[src/rtl/mem_stage_pkg.sv]
// Shared widths, operation codes and types for the memory-access stage.
// A memory op is described by its byte count minus one and whether loads sign-extend.
package mem_stage_pkg;

    localparam int unsigned REGLEN     = 32;
    localparam int unsigned ADDRLEN    = 32;
    localparam int unsigned REGADDRLEN = 5;
    localparam int unsigned ALUOPLEN   = 8;
    localparam int unsigned ALUSELLEN  = 3;

    localparam logic [ALUSELLEN-1:0] EXE_NOP   = 3'b000;
    localparam logic [ALUSELLEN-1:0] EXE_LOGIC = 3'b001;
    localparam logic [ALUSELLEN-1:0] EXE_SHIFT = 3'b010;
    localparam logic [ALUSELLEN-1:0] EXE_ARITH = 3'b100;
    localparam logic [ALUSELLEN-1:0] EXE_LOAD  = 3'b110;
    localparam logic [ALUSELLEN-1:0] EXE_STORE = 3'b111;

    localparam logic [ALUOPLEN-1:0] EXE_ADD_OP = 8'h01;
    localparam logic [ALUOPLEN-1:0] EXE_OR_OP  = 8'h02;
    localparam logic [ALUOPLEN-1:0] EXE_LB_OP  = 8'h20;
    localparam logic [ALUOPLEN-1:0] EXE_LH_OP  = 8'h21;
    localparam logic [ALUOPLEN-1:0] EXE_LW_OP  = 8'h23;
    localparam logic [ALUOPLEN-1:0] EXE_LBU_OP = 8'h24;
    localparam logic [ALUOPLEN-1:0] EXE_LHU_OP = 8'h25;
    localparam logic [ALUOPLEN-1:0] EXE_SB_OP  = 8'h28;
    localparam logic [ALUOPLEN-1:0] EXE_SH_OP  = 8'h29;
    localparam logic [ALUOPLEN-1:0] EXE_SW_OP  = 8'h2B;

    typedef enum logic [1:0] {
        MEM_IDLE,
        MEM_ACCESS,
        MEM_DONE
    } mem_state_e;

    // Encoded as (byte count - 1) so the last-byte test is a plain compare.
    typedef enum logic [1:0] {
        SZ_BYTE = 2'd0,
        SZ_HALF = 2'd1,
        SZ_WORD = 2'd3
    } mem_size_e;

    typedef struct packed {
        mem_size_e size;
        logic      sign_ext;
    } mem_op_t;

    function automatic mem_op_t decode_mem_op(input logic [ALUOPLEN-1:0] op);
        mem_op_t d;
        d.size     = SZ_WORD;
        d.sign_ext = 1'b0;
        case (op)
            EXE_LB_OP:             begin d.size = SZ_BYTE; d.sign_ext = 1'b1; end
            EXE_LBU_OP, EXE_SB_OP: d.size = SZ_BYTE;
            EXE_LH_OP:             begin d.size = SZ_HALF; d.sign_ext = 1'b1; end
            EXE_LHU_OP, EXE_SH_OP: d.size = SZ_HALF;
            default:               d.size = SZ_WORD;
        endcase
        return d;
    endfunction

endpackage

[src/rtl/mem_stage_load_extend.sv]
// Combinational load formatter: widens 1/2/4 collected bytes to a register word.
// Kept standalone so a cache-hit path can share it.
module load_extend
    import mem_stage_pkg::*;
(
    input  logic [REGLEN-1:0] i_bytes,
    input  mem_size_e         i_size,
    input  logic              i_signed,
    output logic [REGLEN-1:0] o_word
);

    always_comb begin
        o_word = i_bytes;
        case (i_size)
            SZ_BYTE: o_word = {{24{i_signed & i_bytes[7]}}, i_bytes[7:0]};
            SZ_HALF: o_word = {{16{i_signed & i_bytes[15]}}, i_bytes[15:0]};
            default: o_word = i_bytes;
        endcase
    end

endmodule

[src/rtl/mem_stage.sv]
// Memory-access pipeline stage: byte-serial loads/stores over an 8-bit port,
// holding the upstream pipeline via stall_req while an access is in flight.
module mem_stage
    import mem_stage_pkg::*;
(
    input  logic                  clk,
    input  logic                  rst,
    input  logic [REGLEN-1:0]     rd_data_i,
    input  logic [REGADDRLEN-1:0] rd_addr_i,
    input  logic [ADDRLEN-1:0]    mem_addr_i,
    input  logic [ALUOPLEN-1:0]   aluop_i,
    input  logic [ALUSELLEN-1:0]  alusel_i,
    input  logic                  rd_enable_i,
    output logic [REGLEN-1:0]     rd_data_o,
    output logic [REGADDRLEN-1:0] rd_addr_o,
    output logic                  rd_enable_o,
    output logic                  stall_req,
    output logic                  mem_req,
    output logic                  mem_we,
    output logic [ADDRLEN-1:0]    mem_a,
    output logic [7:0]            mem_wdata,
    input  logic [7:0]            mem_rdata,
    input  logic                  mem_ack
);

    mem_state_e            r_state;
    logic [ADDRLEN-1:0]    r_addr;
    logic [REGLEN-1:0]     r_wdata;
    logic [REGLEN-1:0]     r_rbytes;
    mem_size_e             r_size;
    logic                  r_signed;
    logic                  r_store;
    logic [1:0]            r_cnt;
    logic [REGADDRLEN-1:0] r_rd_addr;
    logic                  r_rd_enable;

    logic                  w_is_load;
    logic                  w_is_store;
    logic                  w_mem_op;
    mem_op_t               w_dec;
    logic [REGLEN-1:0]     w_ext;

    assign w_is_load  = (alusel_i == EXE_LOAD);
    assign w_is_store = (alusel_i == EXE_STORE);
    assign w_mem_op   = w_is_load | w_is_store;
    assign w_dec      = decode_mem_op(aluop_i);

    always_ff @(posedge clk or negedge rst) begin
        if (!rst) begin
            r_state     <= MEM_IDLE;
            r_addr      <= '0;
            r_wdata     <= '0;
            r_rbytes    <= '0;
            r_size      <= SZ_BYTE;
            r_signed    <= 1'b0;
            r_store     <= 1'b0;
            r_cnt       <= '0;
            r_rd_addr   <= '0;
            r_rd_enable <= 1'b0;
        end else begin
            case (r_state)
                MEM_IDLE: begin
                    if (w_mem_op) begin
                        r_state     <= MEM_ACCESS;
                        r_addr      <= w_is_store ? mem_addr_i : rd_data_i;
                        r_wdata     <= w_is_store ? rd_data_i : '0;
                        r_rbytes    <= '0;
                        r_size      <= w_dec.size;
                        r_signed    <= w_dec.sign_ext;
                        r_store     <= w_is_store;
                        r_cnt       <= '0;
                        r_rd_addr   <= rd_addr_i;
                        r_rd_enable <= w_is_load & rd_enable_i;
                    end
                end
                MEM_ACCESS: begin
                    if (mem_ack) begin
                        if (!r_store) begin
                            r_rbytes[{r_cnt, 3'b000} +: 8] <= mem_rdata;
                        end
                        if (r_cnt == r_size) begin
                            r_state <= MEM_DONE;
                        end else begin
                            // Store data shifts down so byte k is always in the low lane.
                            r_cnt   <= r_cnt + 2'd1;
                            r_addr  <= r_addr + 32'd1;
                            r_wdata <= r_wdata >> 8;
                        end
                    end
                end
                MEM_DONE: r_state <= MEM_IDLE;
                default:  r_state <= MEM_IDLE;
            endcase
        end
    end

    load_extend u_load_extend (
        .i_bytes  (r_rbytes),
        .i_size   (r_size),
        .i_signed (r_signed),
        .o_word   (w_ext)
    );

    // Reset also masks the combinational pass-through so every output reads 0 while rst is low.
    always_comb begin
        rd_data_o   = '0;
        rd_addr_o   = '0;
        rd_enable_o = 1'b0;
        stall_req   = 1'b0;
        if (rst) begin
            case (r_state)
                MEM_IDLE: begin
                    if (w_mem_op) begin
                        stall_req = 1'b1;
                    end else begin
                        rd_data_o   = rd_data_i;
                        rd_addr_o   = rd_addr_i;
                        rd_enable_o = rd_enable_i;
                    end
                end
                MEM_ACCESS: stall_req = 1'b1;
                MEM_DONE: begin
                    rd_data_o   = r_store ? '0 : w_ext;
                    rd_addr_o   = r_rd_addr;
                    rd_enable_o = r_rd_enable;
                end
                default: stall_req = 1'b0;
            endcase
        end
    end

    assign mem_req   = (r_state == MEM_ACCESS);
    assign mem_we    = r_store;
    assign mem_a     = r_addr;
    assign mem_wdata = r_wdata[7:0];

endmodule
[config.mk]
export PLATFORM = sky130hd
export DESIGN_NAME = mem_stage
export DESIGN_NICKNAME = d
export VERILOG_FILES = /design/src/rtl/mem_stage_pkg.sv /design/src/rtl/mem_stage_load_extend.sv /design/src/rtl/mem_stage.sv
export SDC_FILE = /design/constraint.sdc
export NUM_CORES = 1
export LEC_CHECK = 0
export ABC_CLOCK_PERIOD_IN_PS = 2900
export BUFFER_PORTS_ARGS = -buffer_cell sky130_fd_sc_hd__buf_2
export CAP_MARGIN = 20
export CORE_MARGIN = 2
export CORE_UTILIZATION = 37
export CTS_CLUSTER_SIZE = 20
export DETAILED_ROUTE_END_ITERATION = 7
export PLACE_DENSITY_LB_ADDON = 0.2
export SETUP_SLACK_MARGIN = 0.05
export SLEW_MARGIN = 20
export SYNTH_ARGS = -nofsm -noshare
export SYNTH_HDL_FRONTEND = slang
export SYNTH_SLANG_ARGS = --single-unit
[constraint.sdc]
create_clock -name clk -period 2.9 [get_ports clk]
set_clock_uncertainty 0.05 [all_clocks]
set_input_delay 0.58 -clock clk [delete_from_list [all_inputs] [get_ports clk]]
set_output_delay 0.58 -clock clk [all_outputs]
set_load 0.1 [all_outputs]
==> summary by stage <==
Worst setup path
Of all nets on the critical path, the largest fanout is 16. The worst setup path is captured at a primary output. The signal on the critical path passes through nor2b_1 > nand2b_1 > nor2_4 > buf_12 > o21ai_0 > a21oi_4 > buf_12. The cell that appears most often on the critical path is buf_12. The critical path's slowest cell is dfrtp_1. The required arrival time at the worst endpoint is between 2 and 2.5 ns.

The data arrival time of the critical path is 2.09 ns. The worst stage delay on the critical path is 0.51 ns. By startpoint and endpoint, the worst setup path is classified as flop to primary output. The worst setup path is launched from a flop.

Synth
The async set-or-reset flop fraction in the synthesized netlist is 1.00. For this run, the register share of the synthesized area comes to 0.430. The parity-gate share of the synthesized area counting xor and xnor cells is 0.00274. The compound-gate portion of the synthesized area is 0.229.

The mux contribution to synthesized area is 0.00645. The simple-gate share of the synthesized area is 0.263. In this run the mean area of a mapped cell was 7.64 sq um.

Synthesis instantiated just under 50 different standard cells from the library. By area, the combinational part of the netlist is dominated by simple AND/OR/NAND/NOR gates. The flip-flop and latch count after synthesis is 110. Of the total synthesized cell area, the portion taken by full adders, half adders and majority gates is 0.00977.

The number of enable-type register cells in the synthesized netlist is 0. In the synthesized netlist the dominant register cell turns out to be dfrtp_1. The cell area after synthesis is ~0.0064 sq mm. Yosys printed 0 warnings.

The number of nets produced by synthesis is slightly above 900. The cell count after synthesis came out at 838.

Clock tree
Clock tree synthesis found a total of 110 sinks. For this design, the CTS-stage hold fixing added 0 buffers. The clock-pin slew of the registers on the worst-case setup and hold paths is about 0.080 ns. The H-tree depth is 3.

The root buffer cell chosen for the clock tree is clkbuf_16. Buffers inserted during clock tree synthesis total 9. The clock latency on the worst-skew pair is about 0.37 ns. The TritonCTS clock tree is done.

The buffer depth of the longest clock path is 2.

Placed design
The cell area after placement is around 0.0083 sq mm. The estimated wirelength of the detail-placed design is 16100 microns. Port buffering added approximately 170 buffers. At the placement stage, the worst setup path has a slack of about 0.12 ns. The final weighted congestion in routability-driven placement is between 0.8 and 0.9.

STA
Setup repair after global routing left no endpoint under its margin. The final-report max-slew violation count was 0. The final hold violation count is 0. Measured against its own limit, the worst slew margin works out to 0.296. The number of endpoints failing setup at the final stage is 0. In the finished design, the share of the clock period the worst path needs comes to 0.937. For the finished layout, the period the worst path requires is around 2.7 ns. In the post-route analysis, the smallest setup slack over all paths is approximately 0.18 ns. Adding up every negative setup slack in the final design gives 0 ns. For the pin with the worst max-slew slack, the measured transition is 1.05 ns.

The tightest hold path in the finished design has a slack of about 0.29 ns. Timing would allow up to between 300 and 400 MHz.

Power
The worst-case vdd ir drop is 0.830 mV. The design draws between 9 and 10 mW. The power per cell area is roughly 1100 mW/mm^2. The leakage power is 3.67 nW.

Detailed routing
The overall via count from detail_route is around 6700. The first-iteration detailed-routing DRC count is between 500 and 600. The residual antenna-violating net count after detailed routing is 0. The via count normalized by instance count is around 5.6. The first detailed-routing pass ran for 7 iterations. The routed length per placed instance is 18.3 microns.

The DRC violation count after routing is 0. The total detailed-routing wirelength is around 22000 microns.

Run
The max-cap violation count is 0.

Floorplanning
The placement row count is 48. The region available for standard cell placement spans about 0.017 sq mm. The die boundary height is 136 microns. Measured along the x axis, the die boundary spans around 140 microns. For this configuration, the core starts out at a cell density of 0.374. Pin placement for this block handled 173 I/O pins.

The die area is roughly 0.018 sq mm.

Cells and area
In the final layout, the share of cells above drive strength 1 is 0.262. The layout has ~1700 filler cells. The final net count is between 1000 and 1500. From synthesis to final layout, the design area changed by 36.0%. The post-route standard cell area excluding fillers is 0.00871 sq mm.

GRT
The first-pass GRT wire length is ~35000 microns. The number of global-route vias before repair is approximately 6300. The maximum number of pins on one net before global-route repair is roughly 70. The total routing resource utilization after global routing is 0.243. The total global routing overflow is 0.

The number of antenna violations at the first check in global routing came to 2.

Status
The run finished with clean final reports.

Worst hold path
The tightest min-delay check is of the input pin to asynchronous set/reset pin type.
-- metal layers --
layer,track usage,part of all wire,vias to the layer above
met1,0.343,0.46,3218
met5,0,0,-
met3,0.0419,0.057,33
met4,0.0781,0.023,0
met2,0.379,0.46,241
li1,-,-,3228
-- critical path, delay by kind of cell (launching register included) --
family	cells	cell delay [ns]
simple gates	3	0.46
flops	1	0.51
buf+inv	2	0.33
compound gates	2	0.42
-- flip-flops by register name (all words and copies together), names as in the netlist --
signal / cells
mem_a: 32
mem_we: 1
r_cnt: 2
r_rbytes: 32
r_rd_addr: 5
r_rd_enable: 1
r_signed: 1
r_size: 2
r_state: 2
r_wdata: 32
-- cell usage after synthesis, types with 4 or more instances --
cell type    n  area share
nand2_1    183        0.11
dfrtp_1    110        0.43
nor2_1      86       0.050
o21ai_0     85       0.066
a21oi_1     81       0.063
nand3_1     58       0.045
clkbuf_1    55       0.032
a221oi_1    24       0.033
inv_1       19       0.011
a22oi_1     18       0.021
nand4_1     13       0.013
buf_4        8      0.0094
a2bb2oi_1    7      0.0096
nor3_1       7      0.0055
buf_1        6      0.0035
o31ai_1      6      0.0070
and4_1       5      0.0068
ha_1         5      0.0098
nand2b_1     5      0.0049
o22a_1       5      0.0068
and3_1       4      0.0039
or4_1        4      0.0047
-- kinds of logic (layout without fill, tap and decap cells) --
logic type               Yosys count  in the layout
AND/OR/NAND/NOR                  382            382
AO/OA/AOI/OAI                    243            243
flip-flops                       110            110
buffers and inverters             92            236
adder cells (fa/ha/maj)            5              5
multiplexers                       4              4
XOR/XNOR                           2              2
other                              0              2
-- repair_timing --
action                                  in CTS  in global routing
buffers inserted                             4                  0
endpoints found under the setup margin      23                  0
gates resized for setup                      1                  0
-- per-stage QoR --
stage	cells	utilization
floorplan	838	-
global placement	1187	0.486
detailed placement	1187	0.486
CTS	1207	0.508
global route	1209	0.509
finish	1209	0.509
-- power breakdown --
group	internal, mW	total [mW]	switching (mW)	leakage (nW)
combinational	1.41	5.73	4.32	2.15
sequential	2.11	2.69	0.579	1.37
clock	0.701	1.31	0.607	0.149
total	4.22	9.72	5.51	3.67
-- layout make-up --
type | instances | area (sq um) | area share
Tap cell | 225 | 282 | 0.0323
Inverter | 20 | 75.1 | 0.00862
Multi-Input combinational cell | 636 | 3500 | 0.402
Sequential cell | 110 | 2750 | 0.316
Timing Repair Buffer | 200 | 1790 | 0.205
Antenna cell | 2 | 5.00 | 0.000575
Clock inverter | 6 | 68.8 | 0.00790
Clock buffer | 10 | 239 | 0.0274
-- worst paths after layout --
| kind | from | slack [ns] | depth (start not counted) | to |
|---|---|---|---|---|
| worst max-delay path | r_state[0] | 0.18 | 7 | rd_data_o[31] |
| worst min-delay path | rst | 0.29 | 2 | r_rd_addr[2] |
| worst max register to register | r_state[0] | 0.45 | 7 | mem_a[29] |
| worst min register to register | r_wdata[29] | 0.42 | 2 | r_wdata[29] |
| max in group asynchronous | rst | 1.23 | 3 | r_wdata[29] |
| min in group clk | aluop_i[3] | 0.37 | 2 | r_signed |
-- cell usage in the layout (no fill, tap or decap), drive strengths merged, types with 2 or more instances in the layout --
| cell type | count |
|---|---|
| nand2b | 5 |
| diode | 2 |
| nand2 | 183 |
| a22oi | 18 |
| a2bb2oi | 7 |
| and4 | 5 |
| a21oi | 81 |
| nor2 | 86 |
| buf | 200 |
| a211oi | 2 |
| clkinv | 2 |
| nor3b | 2 |
| nand4 | 14 |
| and3 | 4 |
| dfrtp | 110 |
| nor4 | 3 |
| nand3 | 58 |
| o22a | 5 |
| a221oi | 24 |
| o21ai | 88 |
| or2 | 3 |
| clkbuf | 10 |
| or4 | 4 |
| o41ai | 3 |
| ha | 5 |
| mux2i | 3 |
| inv | 22 |
| nor2b | 2 |
| xor2 | 2 |
| or3 | 3 |
| o31ai | 6 |
| nor3 | 7 |
Power figures use the tool's default switching activity.
